--- src/rtl/alu_serial_ctrl.sv ---
`default_nettype none
// +--------------------------------------------------------------------------+
// | alu_serial_ctrl : bit-serial ALU sequencer around one time-shared slice   |
// | Revision        : 1.0                                                     |
// +--------------------------------------------------------------------------+

module alu_1bit (
   input  logic       a_i,
   input  logic       b_i,
   input  logic       c_in_i,
   input  logic       less_i,
   input  logic [2:0] op_i,
   output logic       r_o,
   output logic       c_out_o,
   output logic       set_o
);
   logic w_bb;
   logic w_sum;

   assign w_bb    = b_i ^ op_i[2];
   assign w_sum   = a_i ^ w_bb ^ c_in_i;
   assign c_out_o = (a_i & w_bb) | (a_i & c_in_i) | (w_bb & c_in_i);
   assign set_o   = w_sum;

   always_comb begin
      r_o = 1'b0;
      case (op_i[1:0])
         2'b00:   r_o = a_i & w_bb;
         2'b01:   r_o = a_i | w_bb;
         2'b10:   r_o = w_sum;
         default: r_o = less_i;
      endcase
   end
endmodule

module alu_serial_ctrl #(
   parameter int WIDTH = 32,
   parameter int CNT_W = 5
) (
   input  logic             clk,
   input  logic             reset,
   input  logic             start,
   input  logic [2:0]       op,
   input  logic [WIDTH-1:0] a,
   input  logic [WIDTH-1:0] b,
   output logic             busy,
   output logic             done,
   output logic [WIDTH-1:0] result,
   output logic             c_out,
   output logic             overflow,
   output logic             zero,
   output logic             err
);
   typedef enum logic [1:0] {
      S_IDLE = 2'd0,
      S_RUN  = 2'd1,
      S_DONE = 2'd2
   } state_t;

   localparam logic [2:0] OP_AND = 3'b000;
   localparam logic [2:0] OP_OR  = 3'b001;
   localparam logic [2:0] OP_ADD = 3'b010;
   localparam logic [2:0] OP_SUB = 3'b110;
   localparam logic [2:0] OP_SLT = 3'b111;

   state_t           state_q;
   logic [WIDTH-1:0] a_sh_q, b_sh_q, res_sh_q;
   logic [2:0]       op_q;
   logic [CNT_W-1:0] cnt_q;
   logic             carry_q;
   logic             busy_q, done_q, c_out_q, ovf_q, zero_q, err_q;
   logic [WIDTH-1:0] result_q;

   logic             w_r, w_cout, w_set, w_last;
   logic [WIDTH-1:0] w_res_full;
   logic [WIDTH-1:0] result_d;
   logic             c_out_d, ovf_d, err_d, w_ovf;

   alu_1bit u_slice (
      .a_i     (a_sh_q[0]),
      .b_i     (b_sh_q[0]),
      .c_in_i  (carry_q),
      .less_i  (1'b0),
      .op_i    (op_q),
      .r_o     (w_r),
      .c_out_o (w_cout),
      .set_o   (w_set)
   );

   assign w_last     = (cnt_q == CNT_W'(WIDTH - 1));
   assign w_res_full = {w_r, res_sh_q[WIDTH-1:1]};
   // On the MSB cycle carry_q is the carry into the MSB.
   assign w_ovf      = carry_q ^ w_cout;

   always_comb begin
      result_d = '0;
      c_out_d  = 1'b0;
      ovf_d    = 1'b0;
      err_d    = 1'b0;
      case (op_q)
         OP_ADD, OP_SUB: begin
            result_d = w_res_full;
            c_out_d  = w_cout;
            ovf_d    = w_ovf;
         end
         OP_SLT: begin
            result_d = {{(WIDTH-1){1'b0}}, w_set ^ w_ovf};
            c_out_d  = w_cout;
            ovf_d    = w_ovf;
         end
         OP_AND, OP_OR: result_d = w_res_full;
         default:       err_d    = 1'b1;
      endcase
   end

   always_ff @(posedge clk) begin
      if (reset) begin
         state_q  <= S_IDLE;
         a_sh_q   <= '0;
         b_sh_q   <= '0;
         res_sh_q <= '0;
         op_q     <= '0;
         cnt_q    <= '0;
         carry_q  <= 1'b0;
         busy_q   <= 1'b0;
         done_q   <= 1'b0;
         result_q <= '0;
         c_out_q  <= 1'b0;
         ovf_q    <= 1'b0;
         zero_q   <= 1'b1;
         err_q    <= 1'b0;
      end else begin
         done_q <= 1'b0;
         case (state_q)
            S_IDLE, S_DONE: begin
               if (start) begin
                  a_sh_q   <= a;
                  b_sh_q   <= b;
                  op_q     <= op;
                  cnt_q    <= '0;
                  carry_q  <= op[2];
                  res_sh_q <= '0;
                  busy_q   <= 1'b1;
                  state_q  <= S_RUN;
               end else begin
                  state_q  <= S_IDLE;
               end
            end
            S_RUN: begin
               a_sh_q   <= a_sh_q >> 1;
               b_sh_q   <= b_sh_q >> 1;
               res_sh_q <= w_res_full;
               carry_q  <= w_cout;
               cnt_q    <= cnt_q + CNT_W'(1);
               if (w_last) begin
                  state_q  <= S_DONE;
                  busy_q   <= 1'b0;
                  done_q   <= 1'b1;
                  result_q <= result_d;
                  c_out_q  <= c_out_d;
                  ovf_q    <= ovf_d;
                  zero_q   <= (result_d == '0);
                  err_q    <= err_d;
               end
            end
            default: state_q <= S_IDLE;
         endcase
      end
   end

   assign busy     = busy_q;
   assign done     = done_q;
   assign result   = result_q;
   assign c_out    = c_out_q;
   assign overflow = ovf_q;
   assign zero     = zero_q;
   assign err      = err_q;
endmodule
`default_nettype wire
--- config.mk ---
export PLATFORM = sky130hd
export DESIGN_NAME = alu_serial_ctrl
export DESIGN_NICKNAME = d
export VERILOG_FILES = /design/src/rtl/alu_serial_ctrl.sv
export SDC_FILE = /design/constraint.sdc
export NUM_CORES = 1
export LEC_CHECK = 0
export ABC_AREA = 1
export CELL_PAD_IN_SITES_DETAIL_PLACEMENT = 0
export CELL_PAD_IN_SITES_GLOBAL_PLACEMENT = 2
export CORE_AREA = 2 2 152 154
export CTS_CLUSTER_DIAMETER = 50
export DETAILED_ROUTE_END_ITERATION = 16
export DIE_AREA = 0 0 154 156
export GPL_ROUTABILITY_DRIVEN = 1
export HOLD_SLACK_MARGIN = 0.03
export PLACE_DENSITY = 0.72
export SETUP_SLACK_MARGIN = 0.2
export SYNTH_ARGS = -nofsm -noshare
export SYNTH_HDL_FRONTEND = slang
export SYNTH_HIERARCHICAL = 1
export SYNTH_SLANG_ARGS = --single-unit
--- constraint.sdc ---
create_clock -name clk -period 1.7 [get_ports clk]
set_clock_uncertainty 0.05 [all_clocks]
set_input_delay 0.255 -clock clk [delete_from_list [all_inputs] [get_ports clk]]
set_output_delay 0.255 -clock clk [all_outputs]
set_load 0.05 [all_outputs]
# ---- After elaboration in Yosys (flattened, before gate mapping)
# Index checks and enable logic that the tools add are counted.
# Widths: inputs -> output; s select.
dict set report word_totals {
  input_bits 70
  regBits 145
  output_inout_bits 38
  word_cells 74
}
dict set report classes {
  n_mux 22
  eq_ne 11
  n_reduce_logical 14
  n_bitwise 12
  addsub 1
}
# op n
set op_table {}
lappend op_table {{$pmux 32 s2} 4}
lappend op_table {{$mux 32} 3}
lappend op_table {{$logic_not 32->1} 1}
lappend op_table {{$pmux 5 s2} 1}
lappend op_table {{$mux 1} 8}
lappend op_table {{$eq 3x3->1 const B} 2}
lappend op_table {{$reduce_and 2->1} 3}
lappend op_table {{$add 5x1->5 const B} 1}
lappend op_table {{$eq 5x5->1 const B} 1}
lappend op_table {{$mux 5} 1}
lappend op_table {{$reduce_or 5->1} 1}
lappend op_table {{$xor 1x1->1} 5}
lappend op_table {{$eq 2x1->1 const B} 2}
lappend op_table {{$eq 2x2->1 const B} 2}
lappend op_table {{$logic_not 2->1} 2}
lappend op_table {{$ne 2x2->1 const B} 2}
lappend op_table {{$pmux 1 s2} 2}
lappend op_table {{$pmux 2 s2} 1}
lappend op_table {{$reduce_or 2->1} 2}
lappend op_table {{$reduce_or 4->1} 1}
lappend op_table {{$and 1x1->1} 3}
lappend op_table {{$eq 3x1->1 const B} 1}
lappend op_table {{$eq 3x2->1 const B} 1}
lappend op_table {{$logic_not 3->1} 1}
lappend op_table {{other kinds (7)} 9}

# ---- Depth between registers and ports, before layout
# Gate-level depths: netlist (run 1).
dict set report depth {
  depth_word 8
  ltp_mapped 13
  depth_no_buf 12
}

# ---- Cells and area by module
# The synthesis (run 1) kept the hierarchy.
# mod seq_area_each_um2 n_inst area_each_um2 cells_per_inst
set by_module_without_submodules {}
lappend by_module_without_submodules {alu_serial_ctrl 2882.8 1 5655.4 751}
lappend by_module_without_submodules {alu_1bit 0.0 1 116.4 20}

# ---- Worst setup path before layout (run 1)
# No wires, ideal clock.
dict set report synth_timing {
  path_type {reg-to-reg}
  startpoint {register op_q[2]}
  endpoint {register zero_q, in the netlist zero}
  setup_slack_ps -14
  t_arrival_ps 1545
  required_time_ps 1530
  path_stages_with_launch 11
  cell_sequence {dfxtp_1 xnor2_1 fa_1 nand2_1 nand3_1 nand2_1 o21ai_1 nand2_1 nor2_1 nand2_1 o21bai_2}
}
# element line_no
set synth_rtl {}
lappend synth_rtl {{start: declaration} 68} ;# logic [2:0] op_q;
lappend synth_rtl {{start signal: assignment} 139} ;# op_q <= op;
lappend synth_rtl {{$xor 1x1->1 (*)} 20} ;# assign w_bb = b_i ^ op_i[2];
lappend synth_rtl {{$xor 1x1->1 (2 in a row)} 21} ;# assign w_sum = a_i ^ w_bb ^ c_in_i;
lappend synth_rtl {{$pmux 1 s3 (*)} 27} ;# case (op_i[1:0])
lappend synth_rtl {{named net w_r} 74} ;# logic w_r, w_cout, w_set, w_last;
lappend synth_rtl {{$pmux 32 s2 (*)} 100} ;# case (op_q)
lappend synth_rtl {{$logic_not 32->1 (*)} 162} ;# zero_q <= (result_d == '0);
lappend synth_rtl {{end signal: assignment} 162}
lappend synth_rtl {{end: declaration} 71} ;# logic busy_q, done_q, c_out_q, ovf_q, zero_q, err_q;
# The timed path passes the listed nets; every way through them passes the cells marked *.
# A chain may end at the register's enable or synchronous reset.

# ---- Final worst setup path (run 1)
dict set report layout_timing {
  startpoint {register b_sh_q[0]}
  endpoint {register result_q[31], in the netlist result[31]}
}
dict set report layout_via {
  elab_chain_cells 5
}
# element line_no
set layout_lines {}
lappend layout_lines {{start: declaration} 67} ;# logic [WIDTH-1:0] a_sh_q, b_sh_q, res_sh_q;
lappend layout_lines {{start signal: assignment} 151} ;# b_sh_q <= b_sh_q >> 1;
lappend layout_lines {{$xor 1x1->1 (*)} 20}
lappend layout_lines {{$xor 1x1->1 (2 in a row)} 21}
lappend layout_lines {{$pmux 1 s3 (*)} 27}
lappend layout_lines {{named net w_r} 74}
lappend layout_lines {{$pmux 32 s2 (*)} 100}
lappend layout_lines {{end signal: assignment} 159} ;# result_q <= result_d;
lappend layout_lines {{end: declaration} 72} ;# logic [WIDTH-1:0] result_q;
# Marks and branches as above.

==> results.md, run 1 <==
- Cell chosen for the clock root: clkbuf_16
- Die height: approximately 160 um
- Maximum VDD drop: 0.672 mV
- Worst Path Arrival: 2060 ps
- Flops & latches, synth: 144
- Worst Hold Class: in -> reg
- Distinct cells, synth: 30
- Multiplexer area fraction after synthesis: 0%
- CP max stage delay: 520 ps
- Post-DRT Antenna Nets: 0
- Synth warnings: 6
- CP Capture Type: register
- Failing checks: setup timing
- Post-CTS Hold Buffers: 0
- H-tree depth: 4
- Die Width: 154 um
- PwrDens: 972 nW/um2
- Placed cell area: roughly 7200 um2
- Top delay family on crit path: adder cells
- EDFF count, synth: 0
- Total of max-cap violations: 0
- Number of CTS-inserted buffers: 17
- Port bufs: 107
- Synth Instances: 771
- Via count: around 5500
- DR pass1 iterations: 5
- Slew @ Worst Pin: 584 ps
- Synth Area in XOR/XNOR: 0.152%
- Setup TNS: -533 ps
- Clock Sinks: between 100 and 150
- Buf/Inv on CP: 3
- GPL Wtd Cong: 0.732
- Most frequent cells in the layout: 311 x nand2_1, 140 x dfxtp_1, 76 x buf_4, 68 x clkdlybuf4s50_1, 63 x a31oi_1
- Setup ws final: -96.6 ps
- Layout Cell Area excl Fill: between 8000 and 9000 um2
- Crit-path max FO: 2
- Async SR Flop Fraction: 0%
- Min-delay src: reset
- Initial DRC count: 276
- Compound-cell area share of the yosys netlist: 16.2%
- Vias in the first global route: 5354
- Synth-to-layout area growth: 50.1%
- Vias per cell: approximately 4.5
- Bufs on Longest Clock Path: 2
- RSZ-0062 raised after global routing: true
- Commonest non-fill, non-tap cell in the layout: nand2_1
- Fmax: 557 MHz
- Hold Violations, Final: 0
- Initial core utilization: roughly 26%
- Critical path origin: b_sh_q[0]$_SDFFE_PP0P_
- Req. time, crit path: 1960 ps
- RR Startpoint: b_sh_q[0]$_SDFFE_PP0P_
- Core Rows: 55
- WL/cell: 14.2 um
- Fill cell count: ~2300
- Worst slack, placed: -41.8 ps
- Post-synthesis simple-gate area fraction: 25.8%
- LEAKAGE: 3.11 nW
- Largest net degree at the start of global routing: 84
- # nets final: 987
- Adder-Cell Fraction of Synth Area: 1.21%
- HPWL after DPL: 10600 um
- CP max-delay cell: fa_1
- Total track usage: 14.4%
- Antenna violations before repair: 0
- Clock Latency Late Sink: 420 ps
- Worst path cell trace: xnor2_2 -> fa_1 -> nand2_1 -> nand3_2 -> nand2_2 -> buf_4 -> buf_6 -> buf_6 -> nand3_2 -> a21oi_2
- Min Hold Slack: 63.5 ps
- Slew Viols, Final: 0
- Startpoint Class: register
- Grt ovf: 0
- Ratio of cells with drive above 1 in the final layout: 24.3%
- Clock-pin slew on the worst setup and hold paths: 60 ps
- Fin crit share: 106%
- Largest family of logic cells by synthesized area: simple AND/OR/NAND/NOR gates
- # IOs: approximately 110
- Relative slew margins: 61.0%
- Flip-flop and latch area: 2890 um2
- Core area: roughly 22000 um2
- Ant diodes: 0
- Critical path class: reg -> reg
- Final setup fails: 12
- Syn avg cell area: between 7 and 8 um2
- Area of the multi-input gates: approximately 2900 um2
- DR DRC count: 0
- Sequential area share after synthesis: 49.9%
- Syn nets: 846
- Tmin final: 1800 ps
- CTS tree: yes
- Routed WL: ~17000 um
- Cell Area, Synth: 5770 um2
- Global-route wire length before repair: ~28000 um
- Status: finished, violations left
- Top FF cell, synth: dfxtp_1
- Die ar.: 24000 um2
[sequential cells by signal (all words and copies together) (netlist names), 2 cells and up]
| signal | cells |
|---|---|
| result | 32 |
| b_sh_q | 32 |
| op_q | 3 |
| a_sh_q | 32 |
| res_sh_q | 31 |
| state_q | 2 |
| cnt_q | 5 |
[per-layer routing]
metal,vias to the layer above,share of wire (%),track usage [%]
li1,2832,-,-
met4,0,1.1,4.27
met5,-,0,0
met3,12,4.5,3.89
met1,2524,49,18.8
met2,109,45,23.4
[cells by family after synthesis]
logic type               Yosys count
AND/OR/NAND/NOR                  375
adder cells (fa/ha/maj)            5
XOR/XNOR                           1
flip-flops                       144
buffers and inverters             81
other                              1
AO/OA/AOI/OAI                    164
[worst reg2reg max path: cells and delay by family, from the launching register on]
| kind | cells | cell delay (ps) |
|---|---|---|
| adder cells (fa/ha/maj) | 1 | 520 |
| buffers and inverters | 3 | 340 |
| flip-flops | 1 | 330 |
| AND/OR/NAND/NOR | 4 | 250 |
| XOR/XNOR | 1 | 150 |
| AO/OA/AOI/OAI | 1 | 50 |
[per-stage QoR]
stage	util, %	power (mW)	std cells
after global routing	38.7	8.79	1210
final	38.7	8.42	1210
after CTS	37.2	8.49	1201
after global placement	32.4	4.54	1151
after floorplan	-	4.13	771
after detailed placement	32.4	4.54	1151
[layout make-up]
cell class	instances	area share (%)
multi-input combinational	546	32.9
sequential	144	33.3
inverter	27	1.34
clock buffer	20	5.16
clock inverter	12	1.82
tap	285	4.12
timing repair buffer	176	21.3
[where the power goes]
group | switching, mW | internal (mW)
logic | 0.528 | 0.431
registers | 0.0662 | 3.50
clock network | 1.54 | 2.36
[synthesized netlist by cell type (3+ instances only)]
cell type,instances,area (um2)
o21ai_0,15,75.1
o31ai_1,3,22.5
inv_1,20,75.1
ha_1,4,50.1
nand3_1,39,195
nand2_1,317,1190
a31oi_1,63,394
inv_2,6,22.5
buf_2,20,100
nor2_1,10,37.5
clkbuf_1,21,78.8
o21ai_1,8,40.0
nand2_2,3,18.8
buf_6,3,33.8
buf_4,9,67.6
dfxtp_1,144,2880
a21oi_1,70,350
[final timing paths]
| kind | endpoint | slack [ps] | depth (start not counted) |
|---|---|---|---|
| worst min register to register | result[22]$_SDFFE_PP0P_ | 410 | 2 |
| worst max-delay path | result[31]$_SDFFE_PP0P_ | -100 | 10 |
| worst max register to register | result[31]$_SDFFE_PP0P_ | -100 | 10 |
| worst min-delay path | result[31]$_SDFFE_PP0P_ | 60 | 2 |
[repair_timing]
action	in CTS	in global routing
endpoints found under the setup margin	38	41
hold endpoints to repair	0	0
gates cloned	6	0
pin swaps	16	31
gates resized for setup	60	56
buffers inserted	12	9
Note: power is estimated with default switching activity, not from simulation.
==> inputs of run 2 (changes only) <==
CORE_AREA = 2 2 145 147   (was 2 2 152 154)
DIE_AREA = 0 0 147 149   (was 0 0 154 156)
PLACE_DENSITY = 0.75   (was 0.72)
clock period = 1.72 ns   (was 1.7 ns; I/O delays follow)
==> results.md, run 2 (same netlist as run 1, synthesis figures left out) <==
- Slew Viols, Final: 0
- Most frequent cells in the layout: 303 x nand2_1, 140 x dfxtp_1, 68 x clkdlybuf4s50_1, 63 x a31oi_1, 63 x buf_4
- Grt ovf: 0
- Commonest non-fill, non-tap cell in the layout: nand2_1
- Clock-pin slew on the worst setup and hold paths: roughly 60 ps
- # IOs: 108
- GPL Wtd Cong: 0.752
- Core area: 20600 um2
- Bufs on Longest Clock Path: 2
- Min Hold Slack: between 50 and 60 ps
- Worst Path Arrival: around 2100 ps
- Die Width: 147 um
- DR pass1 iterations: 4
- H-tree depth: 4
- Total of max-cap violations: 0
- Hold Violations, Final: 0
- Tmin final: 1810 ps
- Number of CTS-inserted buffers: 17
- Fmax: 551 MHz
- Fill cell count: 2130
- CTS tree: yes
- Via count: 5467
- Routed WL: 16500 um
- Global-route wire length before repair: roughly 27000 um
- Failing checks: setup timing
- Cell chosen for the clock root: clkbuf_16
- Clock Sinks: 144
- Setup ws final: -94.3 ps
- Antenna violations before repair: 0
- Final setup fails: 22
- Slew @ Worst Pin: 541 ps
- DR DRC count: 0
- Post-CTS Hold Buffers: 0
- Status: finished, violations left
- CP Capture Type: register
- Initial DRC count: between 200 and 250
- # nets final: 971
- Fin crit share: 105%
- Relative slew margins: between 60% and 70%
- Vias in the first global route: 5312
- Initial core utilization: 28.1%
- Req. time, crit path: 2020 ps
- Worst Hold Class: in -> reg
- Ratio of cells with drive above 1 in the final layout: 22.1%
- Crit-path max FO: 6
- Maximum VDD drop: 0.611 mV
- Largest net degree at the start of global routing: 100
- Synth-to-layout area growth: 45.9%
- WL/cell: 14.0 um
- Vias per cell: 4.62
- HPWL after DPL: 10300 um
- Startpoint Class: register
- LEAKAGE: between 3 and 4 nW
- Setup TNS: -1030 ps
- Total track usage: 15.2%
- PwrDens: 980 nW/um2
- Ant diodes: 0
- Core Rows: 53
- Clock Latency Late Sink: ~420 ps
- Port bufs: 107
- Die ar.: 21900 um2
- RSZ-0062 raised after global routing: true
- Critical path class: reg -> reg
- Post-DRT Antenna Nets: 0
- Die height: about 150 um
run 2: cell count changes in the layout (fill, tap and decap cells not counted), sizes merged:
| cell | delta |
|---|---|
| clkinv | +1 |
| inv | -1 |
| clkbuf | +1 |
| buf | -18 |
run 2: final timing paths:
check	from	to	slack, ps	cells after the start
max	cnt_q[1]$_SDFFE_PP0P_	result[30]$_SDFFE_PP0P_	-90	12
min	reset	state_q[1]$_SDFFE_PP0N_	60	2
max reg2reg	cnt_q[1]$_SDFFE_PP0P_	result[30]$_SDFFE_PP0P_	-90	12
min reg2reg	result[21]$_SDFFE_PP0P_	result[21]$_SDFFE_PP0P_	410	2
run 2: metal layers:
metal,global-route usage [%],part of all wire (%),vias to the layer above
li1,-,-,2799
met1,19.3,46,2529
met2,25.1,48,122
met3,4.37,5.3,17
met4,5.10,1.2,0
met5,0,0,-
run 2: stage by stage:
stage | instance area [um2] | power (mW) | std cells | utilization [%] | setup slack (ps)
2_1_floorplan | 5800 | 4.08 | 771 | - | 31.0
3_3_place_gp | 7140 | 4.44 | 1131 | 34.7 | -16.2
3_5_place_dp | 7140 | 4.45 | 1131 | 34.7 | -44.9
4_1_cts | 8230 | 8.35 | 1176 | 40.0 | -64.5
5_1_grt | 8420 | 8.60 | 1183 | 41.0 | -195
6_report | 8420 | 8.25 | 1183 | 41.0 | -94.3
run 2: report_power, final:
group	internal (mW)	switching [mW]	total, mW
Clock	2.37	1.48	3.85
Sequential	3.46	0.0665	3.53
Combinational	0.386	0.491	0.877
Total	6.21	2.04	8.25
run 2: layout make-up:
cell class              count  area, um2  share of cell area (%)
inverters                  27        106                    1.26
repair inverters            1       8.76                   0.104
clock buffers              20        457                    5.42
repair buffers            159       1660                    19.8
flip-flops and latches    144       2890                    34.3
clock inverters            11        155                    1.84
well taps                 275        344                    4.09
multi-input cells         546       2800                    33.2
run 2: repair_timing:
item | CTS | global route
pin swaps | 13 | 8
setup buffers | 9 | 5
resized for setup | 76 | 34
cloned | 5 | 2
endpoints found under the setup margin | 37 | 40
run 2: critical path, stage by stage, from the launching register on:
cell and delay [ps]:
dfxtp_2 360, ha_4 130, inv_2 30, nor2_2 70, ha_2 200, inv_2 50
nor2_4 210, buf_4 160, buf_6 80, buf_6 100, buf_16 110, nand3_1 60
a21oi_1 130
